$ cat config.mk
export PLATFORM = sky130hd
export DESIGN_NAME = linedraw_bres_flat
export DESIGN_NICKNAME = d
export VERILOG_FILES = /design/src/rtl/linedraw_pkg.sv /design/src/rtl/linedraw_bres_if.sv /design/src/rtl/bres_step.sv /design/src/rtl/linedraw_bres.sv /design/src/flat_wrapper.sv
export SDC_FILE = /design/constraint.sdc
export NUM_CORES = 1
export LEC_CHECK = 0
export ABC_AREA = 1
export BUFFER_PORTS_ARGS = -buffer_cell sky130_fd_sc_hd__buf_2
export CAP_MARGIN = 30
export CORE_ASPECT_RATIO = 1.2
export CORE_MARGIN = 8
export CORE_UTILIZATION = 39
export CTS_CLUSTER_SIZE = 8
export DETAILED_ROUTE_END_ITERATION = 8
export PLACE_DENSITY_LB_ADDON = 0.12
export SLEW_MARGIN = 20
export SYNTH_ARGS = -nofsm -noshare
export SYNTH_HDL_FRONTEND = slang
export SYNTH_SLANG_ARGS = --single-unit
$ cat constraint.sdc
create_clock -name pclk -period 7.5 [get_ports pclk]
set_input_delay 1.5 -clock pclk [delete_from_list [all_inputs] [get_ports pclk]]
set_output_delay 1.5 -clock pclk [all_outputs]
set_load 0.03 [all_outputs]
$ cat src/rtl/linedraw_pkg.sv
// Shared types and defaults for the Bresenham line-draw engine.
package linedraw_pkg;

    // Default framebuffer geometry, shared with the framebuffer and address generator.
    localparam int XW_DEF = 8;
    localparam int YW_DEF = 8;

    typedef enum logic {
        IDLE = 1'b0,
        DRAW = 1'b1
    } state_t;

    // Delta width: wide enough for either axis.
    function automatic int max_w(input int a, input int b);
        return (a > b) ? a : b;
    endfunction

endpackage

$ cat src/rtl/linedraw_bres_if.sv
// Command / framebuffer-write bundle for the line-draw engine.
// master: command source + framebuffer side; slave: the engine.
interface linedraw_bres_if #(
    parameter int XW = linedraw_pkg::XW_DEF,
    parameter int YW = linedraw_pkg::YW_DEF
) ();
    localparam int DW = linedraw_pkg::max_w(XW, YW);

    logic            go;
    logic            abort;
    logic [XW-1:0]   stax;
    logic [YW-1:0]   stay;
    logic [XW-1:0]   endx;
    logic [YW-1:0]   endy;
    logic            busy;
    logic            wr;
    logic            wr_rdy;
    logic [XW+YW-1:0] addr;
    logic            done;
    logic [DW:0]     pix_cnt;

    modport master (
        output go, abort, stax, stay, endx, endy, wr_rdy,
        input  busy, wr, addr, done, pix_cnt
    );

    modport slave (
        input  go, abort, stax, stay, endx, endy, wr_rdy,
        output busy, wr, addr, done, pix_cnt
    );
endinterface

$ cat src/rtl/bres_step.sv
// One Bresenham step: decides x/y advance from the pre-update error term
// and returns the next error and coordinates. Purely combinational.
module bres_step
    import linedraw_pkg::*;
#(
    parameter int XW = 8,
    parameter int YW = 8,
    parameter int DW = max_w(XW, YW)
) (
    input  logic signed [DW+1:0] err,
    input  logic        [DW:0]   dx,    // |dx|, always >= 0
    input  logic signed [DW+1:0] dy,    // -|dy|, always <= 0
    input  logic                 sx,    // 1: x steps downward
    input  logic                 sy,    // 1: y steps downward
    input  logic        [XW-1:0] x,
    input  logic        [YW-1:0] y,
    output logic signed [DW+1:0] err_n,
    output logic        [XW-1:0] x_n,
    output logic        [YW-1:0] y_n
);
    // One extra bit of headroom so 2*err and the two-term sum never wrap.
    logic signed [DW+2:0] e2, dxs, dys, acc;
    logic                 step_x, step_y;

    // Both tests use the error before this step's update; both may fire (diagonal).
    always_comb begin
        e2     = $signed({err, 1'b0});
        dxs    = $signed({2'b00, dx});
        dys    = $signed({dy[DW+1], dy});
        step_x = (e2 >= dys);
        step_y = (e2 <= dxs);
        acc    = $signed({err[DW+1], err})
               + (step_x ? dys : '0)
               + (step_y ? dxs : '0);
        err_n  = acc[DW+1:0];
        x_n    = step_x ? (sx ? x - XW'(1) : x + XW'(1)) : x;
        y_n    = step_y ? (sy ? y - YW'(1) : y + YW'(1)) : y;
    end

endmodule

$ cat src/rtl/linedraw_bres.sv
// Bresenham line rasteriser: latches a line on go, emits one {y,x} write
// per pixel under wr/wr_rdy backpressure, then pulses done.
module linedraw_bres
    import linedraw_pkg::*;
#(
    parameter int XW = XW_DEF,
    parameter int YW = YW_DEF
) (
    input  logic            pclk,
    input  logic            rst,
    linedraw_bres_if.slave  bus
);
    localparam int DW = max_w(XW, YW);

    state_t               state_q, state_d;
    logic        [XW-1:0] x_q, x_d, ex_q, ex_d;
    logic        [YW-1:0] y_q, y_d, ey_q, ey_d;
    logic                 sx_q, sx_d, sy_q, sy_d;
    logic        [DW:0]   dx_q, dx_d;
    logic signed [DW+1:0] dy_q, dy_d;
    logic signed [DW+1:0] err_q, err_d;
    logic        [DW:0]   pix_cnt_q, pix_cnt_d;
    logic                 done_q, done_d;

    // Setup values derived from the command inputs (used only in the go cycle).
    logic        [XW-1:0] dxa;
    logic        [YW-1:0] dya;
    logic        [DW:0]   dx_c, dy_mag;
    logic signed [DW+1:0] dy_c, err_c;
    logic                 sx_c, sy_c;

    // Next-step values from the current latched state.
    logic signed [DW+1:0] err_n;
    logic        [XW-1:0] x_n;
    logic        [YW-1:0] y_n;
    logic                 at_end;

    bres_step #(.XW(XW), .YW(YW), .DW(DW)) u_step (
        .err   (err_q),
        .dx    (dx_q),
        .dy    (dy_q),
        .sx    (sx_q),
        .sy    (sy_q),
        .x     (x_q),
        .y     (y_q),
        .err_n (err_n),
        .x_n   (x_n),
        .y_n   (y_n)
    );

    // Command decode: step directions, absolute deltas and initial error.
    always_comb begin
        sx_c   = (bus.endx < bus.stax);
        sy_c   = (bus.endy < bus.stay);
        dxa    = sx_c ? (bus.stax - bus.endx) : (bus.endx - bus.stax);
        dya    = sy_c ? (bus.stay - bus.endy) : (bus.endy - bus.stay);
        dx_c   = '0;
        dx_c[XW-1:0] = dxa;
        dy_mag = '0;
        dy_mag[YW-1:0] = dya;
        dy_c   = -$signed({1'b0, dy_mag});
        err_c  = $signed({1'b0, dx_c}) + dy_c;
    end

    assign at_end = (x_q == ex_q) && (y_q == ey_q);

    // FSM next-state and datapath updates; abort beats go and beats the endpoint.
    always_comb begin
        state_d   = state_q;
        x_d       = x_q;
        y_d       = y_q;
        ex_d      = ex_q;
        ey_d      = ey_q;
        sx_d      = sx_q;
        sy_d      = sy_q;
        dx_d      = dx_q;
        dy_d      = dy_q;
        err_d     = err_q;
        pix_cnt_d = pix_cnt_q;
        done_d    = 1'b0;
        case (state_q)
            IDLE: begin
                if (bus.go && !bus.abort) begin
                    state_d   = DRAW;
                    x_d       = bus.stax;
                    y_d       = bus.stay;
                    ex_d      = bus.endx;
                    ey_d      = bus.endy;
                    sx_d      = sx_c;
                    sy_d      = sy_c;
                    dx_d      = dx_c;
                    dy_d      = dy_c;
                    err_d     = err_c;
                    pix_cnt_d = '0;
                end
            end
            DRAW: begin
                if (bus.wr_rdy)
                    pix_cnt_d = pix_cnt_q + (DW+1)'(1);
                if (bus.abort) begin
                    state_d = IDLE;
                end else if (bus.wr_rdy) begin
                    if (at_end) begin
                        state_d = IDLE;
                        done_d  = 1'b1;
                    end else begin
                        x_d   = x_n;
                        y_d   = y_n;
                        err_d = err_n;
                    end
                end
            end
            default: state_d = IDLE;
        endcase
    end

    // State and datapath registers with synchronous reset.
    always_ff @(posedge pclk) begin
        if (rst) begin
            state_q   <= IDLE;
            x_q       <= '0;
            y_q       <= '0;
            ex_q      <= '0;
            ey_q      <= '0;
            sx_q      <= 1'b0;
            sy_q      <= 1'b0;
            dx_q      <= '0;
            dy_q      <= '0;
            err_q     <= '0;
            pix_cnt_q <= '0;
            done_q    <= 1'b0;
        end else begin
            state_q   <= state_d;
            x_q       <= x_d;
            y_q       <= y_d;
            ex_q      <= ex_d;
            ey_q      <= ey_d;
            sx_q      <= sx_d;
            sy_q      <= sy_d;
            dx_q      <= dx_d;
            dy_q      <= dy_d;
            err_q     <= err_d;
            pix_cnt_q <= pix_cnt_d;
            done_q    <= done_d;
        end
    end

    assign bus.busy    = (state_q == DRAW);
    assign bus.wr      = (state_q == DRAW);
    assign bus.addr    = {y_q, x_q};
    assign bus.done    = done_q;
    assign bus.pix_cnt = pix_cnt_q;

endmodule
$ cat src/flat_wrapper.sv
// flat-port wrapper written by rule: the top's interface ports become plain ports
module linedraw_bres_flat import linedraw_pkg::*;
#(
    parameter int XW = XW_DEF,
    parameter int YW = YW_DEF
)
  (pclk, rst, bus_go, bus_abort, bus_stax, bus_stay, bus_endx, bus_endy, bus_wr_rdy, bus_busy, bus_wr, bus_addr, bus_done, bus_pix_cnt);
  linedraw_bres_if #(.XW(XW), .YW(YW)) bus_i ();
  input  logic pclk;
  input  logic rst;
  input wire logic [$bits(bus_i.go)-1:0] bus_go;
  input wire logic [$bits(bus_i.abort)-1:0] bus_abort;
  input wire logic [$bits(bus_i.stax)-1:0] bus_stax;
  input wire logic [$bits(bus_i.stay)-1:0] bus_stay;
  input wire logic [$bits(bus_i.endx)-1:0] bus_endx;
  input wire logic [$bits(bus_i.endy)-1:0] bus_endy;
  input wire logic [$bits(bus_i.wr_rdy)-1:0] bus_wr_rdy;
  output wire logic [$bits(bus_i.busy)-1:0] bus_busy;
  output wire logic [$bits(bus_i.wr)-1:0] bus_wr;
  output wire logic [$bits(bus_i.addr)-1:0] bus_addr;
  output wire logic [$bits(bus_i.done)-1:0] bus_done;
  output wire logic [$bits(bus_i.pix_cnt)-1:0] bus_pix_cnt;
  assign bus_i.go = bus_go;
  assign bus_i.abort = bus_abort;
  assign bus_i.stax = bus_stax;
  assign bus_i.stay = bus_stay;
  assign bus_i.endx = bus_endx;
  assign bus_i.endy = bus_endy;
  assign bus_i.wr_rdy = bus_wr_rdy;
  assign bus_busy = bus_i.busy;
  assign bus_wr = bus_i.wr;
  assign bus_addr = bus_i.addr;
  assign bus_done = bus_i.done;
  assign bus_pix_cnt = bus_i.pix_cnt;
  linedraw_bres #(.XW(XW), .YW(YW)) u_core (.pclk(pclk), .rst(rst), .bus(bus_i));
endmodule
==> flow_summary.yaml <==
logic_synthesis:
  syn_nets: 1159
  synthCells: 1028
  ys_warn_count: 0
  seq_area_frac_synth_pct: 21.3
  synth.avg_cell_area_um2: 6.67
  syn_area_mm2: 0.00686
  synth_seq_cells: 73
  async_flop_share_pct: 0
  synth_cell_type_count: 47
  synth_top_flop_cell: "dfxtp_1"
  synth-edff-count: 0
sta:
  fin_setup_tns_ns: 0
  whs_ns: 0.471
  finalCritPeriodShare_pct: 60.9
  worst_slack_ns: 2.93
  worst_pin_slew_ns: 0.914
  hold_viol: 0
  setup_viol: 0
  max_freq_ghz: 0.219
  drv_slew: 0
  rsz0062_at_grt: "no"
  finClkSkew_ns: 0.00912
  post-route-min-period_ns: 4.57
  timing.slew.headroom_pct: 38.8
critical_path:
  cp-end-kind: "register"
  crit_path_frequent_cell: "nand2_1"
  critPathArrivalTime_ns: 4.85
  crit_path_start: "bus_endy[0]"
  rrSetupSlack_ns: 3.54
  rr_startpoint: "u_core.dy_q[9]$_SDFFE_PP0P_"
  criticalPathCategory: "primary input to register"
  start_kind: "primary input"
  max_stage_delay_ns: 0.44
  critPathRequiredTime_ns: 7.78
  crit_fanout: 8
  path_delay_family: "simple AND/OR/NAND/NOR gates"
  r2r-end: "u_core.err_q[7]$_SDFFE_PP0P_"
  reg2regPathDepth: 26
  cp.buffers_inverters: 5
  slowest_stage: "fa_1"
power:
  vdd_ir_drop_max_mv: 0.109
  total_power_mw: 1.45
  power_leakage_nw: 3.94
  power.density_mw_per_mm2: 191
final_layout:
  final_cell_mix: "nand2_1 (231), inv_1 (170), a21oi_1 (98), o21ai_0 (86), ha_1 (78)"
  drive_gt1_share_pct: 12.2
  final_core_util_pct: 43.6
  final_area_mm2: 0.00757
  final_common_cell: "nand2_1"
  diodes: 0
  nNetsFinal: 1206
  stdcell_count: 1297
  syn2layout_area_growth_pct: 10.5
floorplanning:
  initial_core_util_pct: 39.5
  die-width_um: 137
  std_cell_rows: 53
  die_h_um: 161
  ioPinCount: 65
  dieArea_mm2: 0.0221
  core_mm2: 0.0174
clocking:
  cts_buffer_depth: 2
  cts-resized-gates: 0
  cts_buffers: 9
  htree_levels: 3
  cts-root-buf: "clkbuf_16"
  postCtsHoldBufs: 0
  post_cts_buffers: 0
  clock_latency_ns: 0.34
  cts_sinks: 73
  path_clk_slew_ns: 0.06
  cts_tree: "done"
worst_hold_path:
  hold_path_class: "register to register"
  worstHoldStart: "u_core.ey_q[1]$_SDFFE_PP0P_"
  whs_path_depth: 2
  hold_end: "u_core.ey_q[1]$_SDFFE_PP0P_"
routing:
  initialDrtViolationCount: 266
  viasPerCell: 4.89
  ant_nets: 0
  route.detailed.drc: 0
  vias: 6348
  drt_pass1_iterations: 4
  post_drt_wl_per_cell_um: 14.4
  wl_um: 18700
outcome:
  outcome: "finished, final reports clean"
placement:
  dp.cells: 1284
  gp_congestion: 0.866
  port_buffers: 64
  place_ws_ns: 2.56
  dp_hpwl_um: 14800
  placed_area_mm2: 0.00732
global_routing:
  grt_pass1_vias: 6242
  grt_start_max_net_pins: 37
  antenna_found_initial: 0
  grt_usage_pct: 17.4
  grt_overflow: 0
  grt_pass1_wl_um: 30600
run:
  cap_violations: 0
-- synth_stat cells (11+ instances only) --
cell type / count / area share, %
xnor2_1: 19 / 2.4
o21ai_0: 86 / 6.3
dfxtp_1: 73 / 21
clkbuf_1: 19 / 1.0
xor2_1: 22 / 2.8
nand3_1: 31 / 2.3
a21oi_1: 98 / 7.2
inv_1: 170 / 9.3
fa_1: 16 / 4.7
ha_1: 78 / 14
nand4_1: 11 / 1.0
nand2_2: 19 / 1.7
nor3_1: 11 / 0.80
nor2_1: 62 / 3.4
nand2_1: 231 / 13
-- logic make-up (layout without fill, tap and decap cells) --
| group | count (synthesis) | after routing | synth area share [%] |
|---|---|---|---|
| and+or+nand+nor | 388 | 388 | 24.7 |
| AOI/OAI and AO/OA | 221 | 221 | 17.6 |
| xor gates and xnor gates | 41 | 41 | 5.24 |
| DFF | 73 | 73 | 21.3 |
| buffers and inverters | 211 | 260 | 12.2 |
| adders and majority gates | 94 | 94 | 18.9 |
-- flip-flops by register name (all words and copies together), names as in the netlist --
| name | cells |
|---|---|
| u_core.bus.pix_cnt | 9 |
| u_core.sx_q | 1 |
| u_core.x_q | 8 |
| u_core.y_q | 8 |
| u_core.bus.busy | 1 |
| u_core.dx_q | 8 |
| u_core.ex_q | 8 |
| u_core.ey_q | 8 |
| u_core.bus.done | 1 |
| u_core.err_q | 10 |
| u_core.dy_q | 10 |
| u_core.sy_q | 1 |
-- routing by layer --
layer	track usage, %	up-vias	share of wire (%)
met5	0	-	0
met4	7.67	0	3.2
met3	2.33	30	2.0
met2	30.0	69	48
met1	20.9	2861	46
li1	-	3388	-
-- where the power goes --
| part | internal [mW] | leakage (nW) | switching, mW | total (mW) |
|---|---|---|---|---|
| Clock | 0.227 | 0.124 | 0.166 | 0.393 |
| Combinational | 0.221 | 3.22 | 0.392 | 0.613 |
| Sequential | 0.414 | 0.598 | 0.0270 | 0.441 |
-- area by class of cell --
type	count	area [µm²]
fill	1929	9800
multi-input combinational	744	4560
sequential	73	1460
inverter	178	668
timing repair buffer	69	358
tap	220	275
clock buffer	12	246
clock inverter	1	5.00
-- worst max path at each step --
stage,to,slack (ns),cells past startpoint
detailed placement,u_core.err_q[9]$_SDFFE_PP0P_,2.56,27
global route,u_core.err_q[9]$_SDFFE_PP0P_,2.58,27
finish,u_core.err_q[9]$_SDFFE_PP0P_,2.93,27
CTS,u_core.err_q[9]$_SDFFE_PP0P_,2.92,27
floorplan,u_core.err_q[9]$_SDFFE_PP0P_,3.04,26
global placement,u_core.err_q[9]$_SDFFE_PP0P_,2.68,27
-- tightest hold or removal path: cells and delay by family (launching register included) --
| family | cells | cell delay, ns |
|---|---|---|
| buf+inv | 1 | 0.06 |
| compound gates | 1 | 0.06 |
| flops | 1 | 0.30 |
Note: power is estimated with default switching activity, not from simulation.
